$ cat src/rtl/clock_set_controller_if.sv
// clock_set_controller_if
// Bundles the button, live-time and edit-output signals of the time-set
// controller so the controller and its environment share one port.
//
// Signals:
//   btn_mode, btn_inc, btn_dec      debounced push-button levels, high = pressed
//   cur_h1, cur_h0, cur_m1, cur_m0  live BCD hh:mm from the timekeeping counter
//   run_en                          counter advance enable
//   load                            one-cycle load strobe for set_* into the counter
//   set_h1, set_h0, set_m1, set_m0  BCD hh:mm being edited
//   blank_mask                      per-digit blank (bit7..6 hours, bit5..4 minutes)
//   mode_state                      RUN=00, SET_HOUR=01, SET_MIN=10, COMMIT=11
//
// Modports:
//   master  environment side: drives buttons and live time, observes outputs
//   slave   controller side: consumes buttons and live time, drives outputs
interface clock_set_controller_if;

   logic       btn_mode;
   logic       btn_inc;
   logic       btn_dec;
   logic [3:0] cur_h1;
   logic [3:0] cur_h0;
   logic [3:0] cur_m1;
   logic [3:0] cur_m0;
   logic       run_en;
   logic       load;
   logic [3:0] set_h1;
   logic [3:0] set_h0;
   logic [3:0] set_m1;
   logic [3:0] set_m0;
   logic [7:0] blank_mask;
   logic [1:0] mode_state;

   modport master (
      output btn_mode, btn_inc, btn_dec,
      output cur_h1, cur_h0, cur_m1, cur_m0,
      input  run_en, load,
      input  set_h1, set_h0, set_m1, set_m0,
      input  blank_mask, mode_state
   );

   modport slave (
      input  btn_mode, btn_inc, btn_dec,
      input  cur_h1, cur_h0, cur_m1, cur_m0,
      output run_en, load,
      output set_h1, set_h0, set_m1, set_m0,
      output blank_mask, mode_state
   );

endinterface

$ cat src/rtl/clock_set_controller.sv
// clock_set_controller
// Time-set controller for the eight-digit BCD timekeeping counter. Turns the
// mode/inc/dec buttons into an edit sequence RUN -> SET_HOUR -> SET_MIN ->
// COMMIT, freezes the counter while editing, steps the selected field with
// wrap and auto-repeat, blinks the field being edited and finally issues a
// one-cycle load of the edited hh:mm.
//
// Ports:
//   clock   system clock, the only clock
//   reset   synchronous, active-high
//   bus     clock_set_controller_if.slave (buttons, live time, edit outputs)
//
// Parameters:
//   BLINK_BITS    width of the free-running blink counter, MSB = blink phase
//   REPEAT_DELAY  hold cycles after a press before the first auto-repeat step
//   REPEAT_RATE   cycles between subsequent auto-repeat steps
//   TIMEOUT       idle cycles in a SET state before the edit is abandoned
module clock_set_controller #(
   parameter int          BLINK_BITS   = 24,
   parameter logic [23:0] REPEAT_DELAY = 24'd5_000_000,
   parameter logic [23:0] REPEAT_RATE  = 24'd2_000_000,
   parameter logic [31:0] TIMEOUT      = 32'd1_000_000_000
) (
   input logic                  clock,
   input logic                  reset,
   clock_set_controller_if.slave bus
);

   typedef enum logic [1:0] {
      RUN      = 2'b00,
      SET_HOUR = 2'b01,
      SET_MIN  = 2'b10,
      COMMIT   = 2'b11
   } state_t;

   state_t                state_q;
   logic                  prevMode_q;
   logic                  prevInc_q;
   logic                  prevDec_q;
   logic [7:0]            setHour_q;
   logic [7:0]            setMin_q;
   logic [23:0]           holdCnt_q;
   logic [23:0]           holdCnt_d;
   logic [31:0]           idleCnt_q;
   logic [31:0]           idleCnt_d;
   logic [BLINK_BITS-1:0] blink_q;

   logic modeRise;
   logic incRise;
   logic decRise;
   logic anyRise;
   logic inSet;
   logic repeatStep;
   logic stepUp;
   logic stepDown;
   logic timeoutHit;
   logic blinkMsb;

   // Snapshot cleanup: anything that is not a legal 00..23 hour becomes 00.
   function automatic logic [7:0] cleanHour(input logic [7:0] h);
      if (h[7:4] < 4'd2 && h[3:0] <= 4'd9)
         return h;
      else if (h[7:4] == 4'd2 && h[3:0] <= 4'd3)
         return h;
      else
         return 8'h00;
   endfunction

   // Snapshot cleanup: anything that is not a legal 00..59 minute becomes 00.
   function automatic logic [7:0] cleanMin(input logic [7:0] m);
      if (m[7:4] <= 4'd5 && m[3:0] <= 4'd9)
         return m;
      else
         return 8'h00;
   endfunction

   // Hour wrap is tested on the full two-digit value, so 23 -> 00 and not 24.
   function automatic logic [7:0] hourUp(input logic [7:0] h);
      if (h == 8'h23)
         return 8'h00;
      else if (h[3:0] == 4'd9)
         return {h[7:4] + 4'd1, 4'd0};
      else
         return {h[7:4], h[3:0] + 4'd1};
   endfunction

   // Decrement with borrow from tens; 00 wraps back to 23.
   function automatic logic [7:0] hourDown(input logic [7:0] h);
      if (h == 8'h00)
         return 8'h23;
      else if (h[3:0] == 4'd0)
         return {h[7:4] - 4'd1, 4'd9};
      else
         return {h[7:4], h[3:0] - 4'd1};
   endfunction

   // Minutes wrap 59 -> 00 with no carry into the hour field.
   function automatic logic [7:0] minUp(input logic [7:0] m);
      if (m == 8'h59)
         return 8'h00;
      else if (m[3:0] == 4'd9)
         return {m[7:4] + 4'd1, 4'd0};
      else
         return {m[7:4], m[3:0] + 4'd1};
   endfunction

   // Minutes wrap 00 -> 59 with no borrow from the hour field.
   function automatic logic [7:0] minDown(input logic [7:0] m);
      if (m == 8'h00)
         return 8'h59;
      else if (m[3:0] == 4'd0)
         return {m[7:4] - 4'd1, 4'd9};
      else
         return {m[7:4], m[3:0] - 4'd1};
   endfunction

   // Rising-edge detection against last cycle's button levels. Because the
   // prev registers reset to 1, a button held through reset gives no edge.
   always_comb begin
      modeRise = bus.btn_mode & ~prevMode_q;
      incRise  = bus.btn_inc  & ~prevInc_q;
      decRise  = bus.btn_dec  & ~prevDec_q;
      anyRise  = modeRise | incRise | decRise;
      inSet    = (state_q == SET_HOUR) || (state_q == SET_MIN);
   end

   // Auto-repeat hold counter. A fresh press restarts it, pressing both
   // buttons or releasing parks it at zero, and a single held button counts
   // up. Hitting REPEAT_DELAY fires a step and reloads to
   // REPEAT_DELAY - REPEAT_RATE so later steps come every REPEAT_RATE cycles.
   always_comb begin
      holdCnt_d  = '0;
      repeatStep = 1'b0;
      if (inSet && !incRise && !decRise && (bus.btn_inc ^ bus.btn_dec)) begin
         if (holdCnt_q + 24'd1 == REPEAT_DELAY) begin
            repeatStep = 1'b1;
            holdCnt_d  = REPEAT_DELAY - REPEAT_RATE;
         end else begin
            holdCnt_d = holdCnt_q + 24'd1;
         end
      end
   end

   // A step needs exactly one of inc/dec; both together cancel. The idle
   // counter restarts on any press (auto-repeat does not count as activity)
   // and the edit is abandoned when it reaches TIMEOUT.
   always_comb begin
      stepUp     = (incRise & ~bus.btn_dec) | (repeatStep & bus.btn_inc);
      stepDown   = (decRise & ~bus.btn_inc) | (repeatStep & bus.btn_dec);
      idleCnt_d  = anyRise ? 32'd0 : idleCnt_q + 32'd1;
      timeoutHit = inSet && !anyRise && (idleCnt_d == TIMEOUT);
   end

   // Main edit FSM together with the edit registers, button history, repeat
   // and idle counters and the free-running blink counter. A mode press
   // always wins over a step in the same cycle, and a timeout returns to RUN
   // without touching set_* or pulsing load.
   always_ff @(posedge clock) begin
      if (reset) begin
         state_q    <= RUN;
         prevMode_q <= 1'b1;
         prevInc_q  <= 1'b1;
         prevDec_q  <= 1'b1;
         setHour_q  <= 8'h00;
         setMin_q   <= 8'h00;
         holdCnt_q  <= '0;
         idleCnt_q  <= '0;
         blink_q    <= '0;
      end else begin
         prevMode_q <= bus.btn_mode;
         prevInc_q  <= bus.btn_inc;
         prevDec_q  <= bus.btn_dec;
         holdCnt_q  <= holdCnt_d;
         blink_q    <= blink_q + {{(BLINK_BITS-1){1'b0}}, 1'b1};

         case (state_q)
            RUN: begin
               idleCnt_q <= '0;
               if (modeRise) begin
                  state_q   <= SET_HOUR;
                  setHour_q <= cleanHour({bus.cur_h1, bus.cur_h0});
                  setMin_q  <= cleanMin({bus.cur_m1, bus.cur_m0});
               end
            end

            SET_HOUR: begin
               if (modeRise) begin
                  state_q   <= SET_MIN;
                  idleCnt_q <= '0;
               end else if (timeoutHit) begin
                  state_q   <= RUN;
                  idleCnt_q <= '0;
               end else begin
                  idleCnt_q <= idleCnt_d;
                  if (stepUp)
                     setHour_q <= hourUp(setHour_q);
                  else if (stepDown)
                     setHour_q <= hourDown(setHour_q);
               end
            end

            SET_MIN: begin
               if (modeRise) begin
                  state_q   <= COMMIT;
                  idleCnt_q <= '0;
               end else if (timeoutHit) begin
                  state_q   <= RUN;
                  idleCnt_q <= '0;
               end else begin
                  idleCnt_q <= idleCnt_d;
                  if (stepUp)
                     setMin_q <= minUp(setMin_q);
                  else if (stepDown)
                     setMin_q <= minDown(setMin_q);
               end
            end

            default: begin
               state_q   <= RUN;
               idleCnt_q <= '0;
            end
         endcase
      end
   end

   // Outputs are pure decodes of registers, so they change only in the
   // cycle after the edge that moved the state.
   assign blinkMsb       = blink_q[BLINK_BITS-1];
   assign bus.run_en     = (state_q == RUN);
   assign bus.load       = (state_q == COMMIT);
   assign bus.mode_state = state_q;
   assign bus.set_h1     = setHour_q[7:4];
   assign bus.set_h0     = setHour_q[3:0];
   assign bus.set_m1     = setMin_q[7:4];
   assign bus.set_m0     = setMin_q[3:0];
   assign bus.blank_mask = (state_q == SET_HOUR) ? {blinkMsb, blinkMsb, 6'b0} :
                           (state_q == SET_MIN)  ? {2'b0, blinkMsb, blinkMsb, 4'b0} :
                                                   8'h00;

endmodule

$ cat src/flat_wrapper.sv
// flat-port wrapper written by rule: the top's interface ports become plain ports
module clock_set_controller_flat 
#(
   parameter int          BLINK_BITS   = 24,
   parameter logic [23:0] REPEAT_DELAY = 24'd5_000_000,
   parameter logic [23:0] REPEAT_RATE  = 24'd2_000_000,
   parameter logic [31:0] TIMEOUT      = 32'd1_000_000_000
)
  (clock, reset, bus_btn_mode, bus_btn_inc, bus_btn_dec, bus_cur_h1, bus_cur_h0, bus_cur_m1, bus_cur_m0, bus_run_en, bus_load, bus_set_h1, bus_set_h0, bus_set_m1, bus_set_m0, bus_blank_mask, bus_mode_state);
  clock_set_controller_if bus_i ();
  input logic clock;
  input logic reset;
  input wire logic [$bits(bus_i.btn_mode)-1:0] bus_btn_mode;
  input wire logic [$bits(bus_i.btn_inc)-1:0] bus_btn_inc;
  input wire logic [$bits(bus_i.btn_dec)-1:0] bus_btn_dec;
  input wire logic [$bits(bus_i.cur_h1)-1:0] bus_cur_h1;
  input wire logic [$bits(bus_i.cur_h0)-1:0] bus_cur_h0;
  input wire logic [$bits(bus_i.cur_m1)-1:0] bus_cur_m1;
  input wire logic [$bits(bus_i.cur_m0)-1:0] bus_cur_m0;
  output wire logic [$bits(bus_i.run_en)-1:0] bus_run_en;
  output wire logic [$bits(bus_i.load)-1:0] bus_load;
  output wire logic [$bits(bus_i.set_h1)-1:0] bus_set_h1;
  output wire logic [$bits(bus_i.set_h0)-1:0] bus_set_h0;
  output wire logic [$bits(bus_i.set_m1)-1:0] bus_set_m1;
  output wire logic [$bits(bus_i.set_m0)-1:0] bus_set_m0;
  output wire logic [$bits(bus_i.blank_mask)-1:0] bus_blank_mask;
  output wire logic [$bits(bus_i.mode_state)-1:0] bus_mode_state;
  assign bus_i.btn_mode = bus_btn_mode;
  assign bus_i.btn_inc = bus_btn_inc;
  assign bus_i.btn_dec = bus_btn_dec;
  assign bus_i.cur_h1 = bus_cur_h1;
  assign bus_i.cur_h0 = bus_cur_h0;
  assign bus_i.cur_m1 = bus_cur_m1;
  assign bus_i.cur_m0 = bus_cur_m0;
  assign bus_run_en = bus_i.run_en;
  assign bus_load = bus_i.load;
  assign bus_set_h1 = bus_i.set_h1;
  assign bus_set_h0 = bus_i.set_h0;
  assign bus_set_m1 = bus_i.set_m1;
  assign bus_set_m0 = bus_i.set_m0;
  assign bus_blank_mask = bus_i.blank_mask;
  assign bus_mode_state = bus_i.mode_state;
  clock_set_controller #(.BLINK_BITS(BLINK_BITS), .REPEAT_DELAY(REPEAT_DELAY), .REPEAT_RATE(REPEAT_RATE), .TIMEOUT(TIMEOUT)) u_core (.clock(clock), .reset(reset), .bus(bus_i));
endmodule
$ cat config.mk
export PLATFORM = sky130hd
export DESIGN_NAME = clock_set_controller_flat
export DESIGN_NICKNAME = d
export VERILOG_FILES = /design/src/rtl/clock_set_controller_if.sv /design/src/rtl/clock_set_controller.sv /design/src/flat_wrapper.sv
export SDC_FILE = /design/constraint.sdc
export NUM_CORES = 1
export LEC_CHECK = 0
export CELL_PAD_IN_SITES_DETAIL_PLACEMENT = 1
export CELL_PAD_IN_SITES_GLOBAL_PLACEMENT = 1
export CORE_ASPECT_RATIO = 0.6
export CORE_MARGIN = 4
export CORE_UTILIZATION = 40
export CTS_BUF_LIST = sky130_fd_sc_hd__clkbuf_16
export CTS_CLUSTER_SIZE = 40
export DETAILED_ROUTE_END_ITERATION = 7
export MAX_ROUTING_LAYER = met4
export PLACE_DENSITY_LB_ADDON = 0.2
export SETUP_SLACK_MARGIN = 0.02
export SLEW_MARGIN = 0
export SYNTH_ARGS = -nofsm -noshare
export SYNTH_HDL_FRONTEND = slang
export SYNTH_SLANG_ARGS = --single-unit
export TNS_END_PERCENT = 30
$ cat constraint.sdc
create_clock -name clock -period 3.1 [get_ports clock]
set_input_delay 0.93 -clock clock [delete_from_list [all_inputs] [get_ports clock]]
set_output_delay 0.93 -clock clock [all_outputs]
set_load 0.02 [all_outputs]
Yosys cells after proc, flatten, opt, wreduce, memory -nomap -nowiden
Cells that the tools add are included.

Register bits: 101. Bits of input ports: 21. Output and inout bits: 28. Logic and storage cells: 129.

Add/subtract/negate cells: 11. Magnitude comparators: 5. Eq/ne operators: 21. Multiplexer cells: 34. Bitwise gates (word level): 19. Reductions and logical operators: 27.

Operator list (count): $mux 8 (22); $add 24x1->24 const B (2); $add 32x1->32 const B (1); $eq 32x30->1 const B (1); $mux 32 (1); $pmux 8 s2 (2); $eq 24x23->1 const B (1); $mux 22 (1); $add 4x1->4 const B (4); $logic_not 8->1 (2); $sub 4x1->4 const B (4); $reduce_and 7->1 (2); $reduce_and 5->1 (2); $eq 4x4->1 const B (2); $eq 8x6->1 const B (1); $eq 8x7->1 const B (1); $le 4x4->1 const B (2); $logic_and 1x1->1 (8); $logic_not 4->1 (2); $mux 2 (4); $ne 2x2->1 const B (4); $ne 4x4->1 const B (2); $and 1x1->1 (7); $not 1->1 (7); 22 further kinds (32).

Longest topological paths before layout
Gate-level depths: netlist (run 1).

Word-level depth: 14. Mapped depth: 14. Depth with buffers taken out: 11.

Least setup slack after synthesis (run 1)
No wires, ideal clock.

Kind: input to register. Start: input port bus_btn_inc. End: register u_core.setMin_q[2]. Library setup time: 117 ps. Arrival time: 3128 ps. Data required time: 2983 ps. Setup slack: -146 ps. Stages on the path: 11. Buffers on the path: 3. Cell sequence: clkbuf_1 nand2b_1 and3_1 clkbuf_1 maj3_1 o21ai_0 nand4_1 o32ai_2 o22ai_2 buf_6 a32o_1.

Longest elaborated chain between the ends: 12. Elaborated cells on any way between the ends: 28. Those cells by class: eq/ne: 3; mux: 6; bitwise: 11; reduce/logical: 8.

RTL lines: start, declared (line flat_wrapper.sv:14) `input wire logic [$bits(bus_i.btn_inc)-1:0] bus_btn_inc;`; $and 1x1->1 (line clock_set_controller.sv:121) `incRise = bus.btn_inc & ~prevInc_q;`; $logic_not 1->1 (line clock_set_controller.sv:134) `if (inSet && !incRise && !decRise && (bus.btn_inc ^ bus.btn_dec)) begin`; $logic_and 1x1->1 (3 in a row) (line clock_set_controller.sv:134); $mux 1 (line clock_set_controller.sv:134); $and 1x1->1 (line clock_set_controller.sv:148) `stepUp = (incRise & ~bus.btn_dec) | (repeatStep & bus.btn_inc);`; $or 1x1->1 (line clock_set_controller.sv:148); $mux 8 (line clock_set_controller.sv:211) `if (stepUp)`; $mux 8 (line clock_set_controller.sv:206) `end else if (timeoutHit) begin`; $mux 8 (line clock_set_controller.sv:203) `if (modeRise) begin`; $pmux 8 s2 (line clock_set_controller.sv:176) `case (state_q)`; end signal, assigned (line clock_set_controller.sv:182) `setMin_q <= cleanMin({bus.cur_m1, bus.cur_m0});`; end signal, assigned (line clock_set_controller.sv:212) `setMin_q <= minUp(setMin_q);`; end signal, assigned (line clock_set_controller.sv:214) `setMin_q <= minDown(setMin_q);`; end, declared (line clock_set_controller.sv:41) `logic [7:0] setMin_q;`.

Several ways; a longest one is shown, not always the timed one. The select of a mux whose other input is x is not followed. A chain may end at the register's enable or synchronous reset.

Final worst setup path (run 1)
Start: register u_core.idleCnt_q[0]. End: register u_core.idleCnt_q[26].

Longest elaborated chain between the ends: 5.

RTL lines: start, declared (line clock_set_controller.sv:44) `logic [31:0] idleCnt_q;`; start signal, assigned (line clock_set_controller.sv:194) `idleCnt_q <= idleCnt_d;`; start signal, assigned (line clock_set_controller.sv:210) `idleCnt_q <= idleCnt_d;`; $add 32x1->32 (*) (line clock_set_controller.sv:150) `idleCnt_d = anyRise ? 32'd0 : idleCnt_q + 32'd1;`; $mux 32 (*) (line clock_set_controller.sv:150); $eq 32x30->1 (line clock_set_controller.sv:151) `timeoutHit = inSet && !anyRise && (idleCnt_d == TIMEOUT);`; $logic_and 1x1->1 (line clock_set_controller.sv:151); $reduce_or 4->1 (no source line).

Mark *: on every way between the ends. The rest lies on a longest branch, timed or not.

==> results of run 1 <==
per-layer routing:
layer | up-vias | track usage [%]
met2 | 177 | 37.7
li1 | 3086 | -
met3 | 27 | 3.45
met4 | 0 | 3.84
met5 | - | -
met1 | 3222 | 34.0
layout by cell type, fill, tap and decap left out, types with 17 or more instances in the layout:
master,Yosys,final
dfxtp_1,101,89
nand4_1,25,25
clkdlybuf4s50_1,0,40
ha_1,20,17
nor3_1,26,25
xor2_1,34,34
inv_1,31,30
a21oi_1,23,22
nand3_1,51,50
nor2_1,108,104
xnor2_1,38,37
nand2_1,54,54
buf_4,11,99
o21ai_0,23,21
final cells by class:
type | count | share of cell area, %
flip-flops and latches | 101 | 24.5
well taps | 203 | 3.05
multi-input cells | 621 | 51.5
clock buffers | 9 | 2.70
inverters | 31 | 1.40
repair buffers | 151 | 15.7
clock inverters | 7 | 1.11
sequential cells by signal (all words and copies together) (netlist names):
name / flops
u_core.blink_q: 24
u_core.bus.mode_state: 2
u_core.holdCnt_q: 24
u_core.idleCnt_q: 32
u_core.prevDec_q: 1
u_core.prevInc_q: 1
u_core.prevMode_q: 1
u_core.setHour_q: 8
u_core.setMin_q: 8
what timing repair did:
item / 4_1_cts / 5_1_grt
pin swaps: 9 / 27
gates resized for setup: 28 / 61
buffers inserted: 4 / 9
setup endpoints to repair: 48 / 60
cloned: 0 / 1
kinds of logic (layout without fill, tap and decap cells):
logic type      count (synthesis)  count (layout)  share of synthesized area [%]
compound gates                130             130                           14.7
xor+xnor                       72              72                           9.89
fa+ha+maj                      21              21                           4.08
buf+inv                        78             198                           5.85
flops                         101             101                           31.7
mux                            11              11                           1.77
other cells                     1               4                         0.0588
simple gates                  383             383                           32.0
worst max-delay path, cell delays in order (launching register included):
cell       delay (ps)
dfxtp_2           360
buf_4             120
buf_4             140
and2_4            210
nand4_1           220
o31a_1            320
or2_1             250
nand4_1           190
nor4b_4            80
or4b_4            480
or2_4             300
clkbuf_16         180
nor2b_1           100
worst max-delay path by stage:
stage	start	to	depth (start not counted)
final	u_core.idleCnt_q[0]$_SDFF_PP0_	u_core.idleCnt_q[26]$_SDFF_PP0_	12
after global routing	u_core.idleCnt_q[4]$_SDFF_PP0_	u_core.idleCnt_q[26]$_SDFF_PP0_	11
after detailed placement	bus_btn_mode	u_core.setMin_q[1]$_SDFFE_PP0P_	11
after global placement	bus_btn_mode	u_core.setMin_q[5]$_SDFFE_PP0P_	12
after floorplan	bus_btn_inc	u_core.setMin_q[2]$_SDFFE_PP0P_	11
after CTS	u_core.idleCnt_q[0]$_SDFF_PP0_	u_core.idleCnt_q[24]$_SDFF_PP0_	12
where the power goes:
part	internal, mW	switching, mW
combinational	0.140	0.172
sequential	1.31	0.0216
clock	0.649	0.591
total	2.10	0.784
==> key figures, run 1 <==
Synthesis
  • Post-synth top cells: 108 x nor2_1, 101 x dfxtp_1, 54 x nand2_1
  • Syn. warnings: 0
  • Avg Cell Area, Syn: 8.00 sq um
  • Post-synth EDFFs: 0
  • Cell accounting for the most synthesized area: dfxtp_1
  • Asr flop ratio synth: 0%
  • Count leader, synth: nor2_1
  • Top cell type's share of synthesized area: 31.7%
  • Syn Inst Count: ~800
  • Synth cell types: 81
  • Ys flop type: dfxtp_1
  • Post-synthesis sequential area ratio: 31.7%
  • FF+latch count, synth: a little over 100
  • Dominant cells by area after synthesis: dfxtp_1 32%, nor2_1 6.4%, xnor2_1 5.2%
  • Post-Syn Area: between 6000 and 7000 sq um

Route
  • Highest routed layer: met4
  • Routed via count: between 6,000 and 7,000
  • Met3 wire length: 1080 um
  • Vias/cell: 5.80
  • Metal-1 WL: about 11,000 um
  • # DRC: 0
  • WL final: about 22,000 um
  • Met2 wire len: around 10000 um
  • Iteration-0 DRC Markers: about 450
  • ANT nets after route: 0
  • DR WL/cell: a little under 20 um
  • Pre-antenna DRT Iters: 5

Floorplanning
  • Initial Util: roughly two fifths
  • Core outline area: about 16,000 sq um
  • Die Span X: 171 um
  • # IOs: 49
  • Vert. Die Dim: 106 um
  • FP Rows: 35
  • Die area: between 15,000 and 20,000 sq um

Place
  • Setup WS pre-CTS: -634 ps
  • Placed Instances: approximately 1,100
  • HPWL after DPL: 16,000 um
  • Placed cell area: between 7000 and 8000 sq um
  • Final GP Congestion: between 0.9 and 1
  • # port buffers: 44

Critical path
  • Register-to-Register Path Depth: 12
  • Critical Path RT: ~3400 ps
  • Setup CP Type: flop to flop
  • Worst EP arrival: between 3000 and 4000 ps
  • FF-to-FF Start: u_core.idleCnt_q[0]$_SDFF_PP0_
  • R2r endpoint: u_core.idleCnt_q[26]$_SDFF_PP0_
  • Worst reg-to-reg setup slack: around 60 ps
  • CP Max Fanout: 8
  • CP endpoint kind: flop
  • Startpoint Class: flop

Clock tree
  • Worst skew pair latency: about 360 ps
  • Clock tree from TritonCTS: done
  • Hold_buf cts: 0
  • Clk buf depth: 2
  • Reg clk slew, reported paths: roughly 80 ps
  • CTS buffer count: 9
  • H-tree Lvls: 3
  • Root buf cell: clkbuf_16
  • Clock tree sinks: slightly above 100

Finish
  • Layout area overhead: 30.5%
  • Share of cells above drive strength 1: 22.7%
  • Utilization after layout: about 54%
  • Cell Count, Final, Fillers Out: between 1,000 and 1,500
  • Multi-input logic area: ~4300 sq um
  • Antenna diodes: 0
  • Final Cell Area: 8330 sq um
  • Layout fillers: between 1,500 and 2,000
  • Nets: 956
  • Register Area: roughly 2000 sq um

Timing
  • Clock period minus worst slack: between 3000 and 4000 ps
  • Max Freq: between 300 and 400 MHz
  • Fin Hold WS: 456 ps
  • RSZ-0062 raised after global routing: true
  • Final setup fails: 0
  • Final WS setup: roughly 60 ps
  • Fin. Hold Viols: 0
  • Rel. slew slack: 61.5%
  • Max Clock Skew: approximately 11 ps
  • Slew Viols, Final: 0
  • Tightest Pin Transition: between 500 and 600 ps
  • Final TNS setup: 0 ps
  • Tcrit/Tclk final: approximately 98%

Hold path
  • Hold Startpoint: u_core.blink_q[0]$_SDFF_PP0_
  • Worst hold path class: flop to flop
  • Hold endpoint: u_core.blink_q[0]$_SDFF_PP0_
  • Hold path cells: 1

Power
  • Lkg Pwr: roughly 3.0 nW
  • Total power: 2.88 mW
  • Power per cell area: roughly 350 nW/um^2
  • VDD IR max: roughly 0.25 mV

Global routing
  • Largest net degree at the start of global routing: 42
  • GRT Total Usage: approximately a quarter
  • Vias in the first global route: around 6,700
  • Wire length of the first global-routing pass: around 35,000 um
  • Initial antenna violation count: 0
  • GRT overflow: 0

Flow run
  • Max Cap Violations: 0

Run status
  • Status: completed
(Power assumes the default switching activity.)
==> inputs of run 2 (changes only) <==
Settings changed: HOLD_SLACK_MARGIN set to 0.08.
==> results of run 2 <==
Final layout, timing and power as in run 1 (identical DEF).
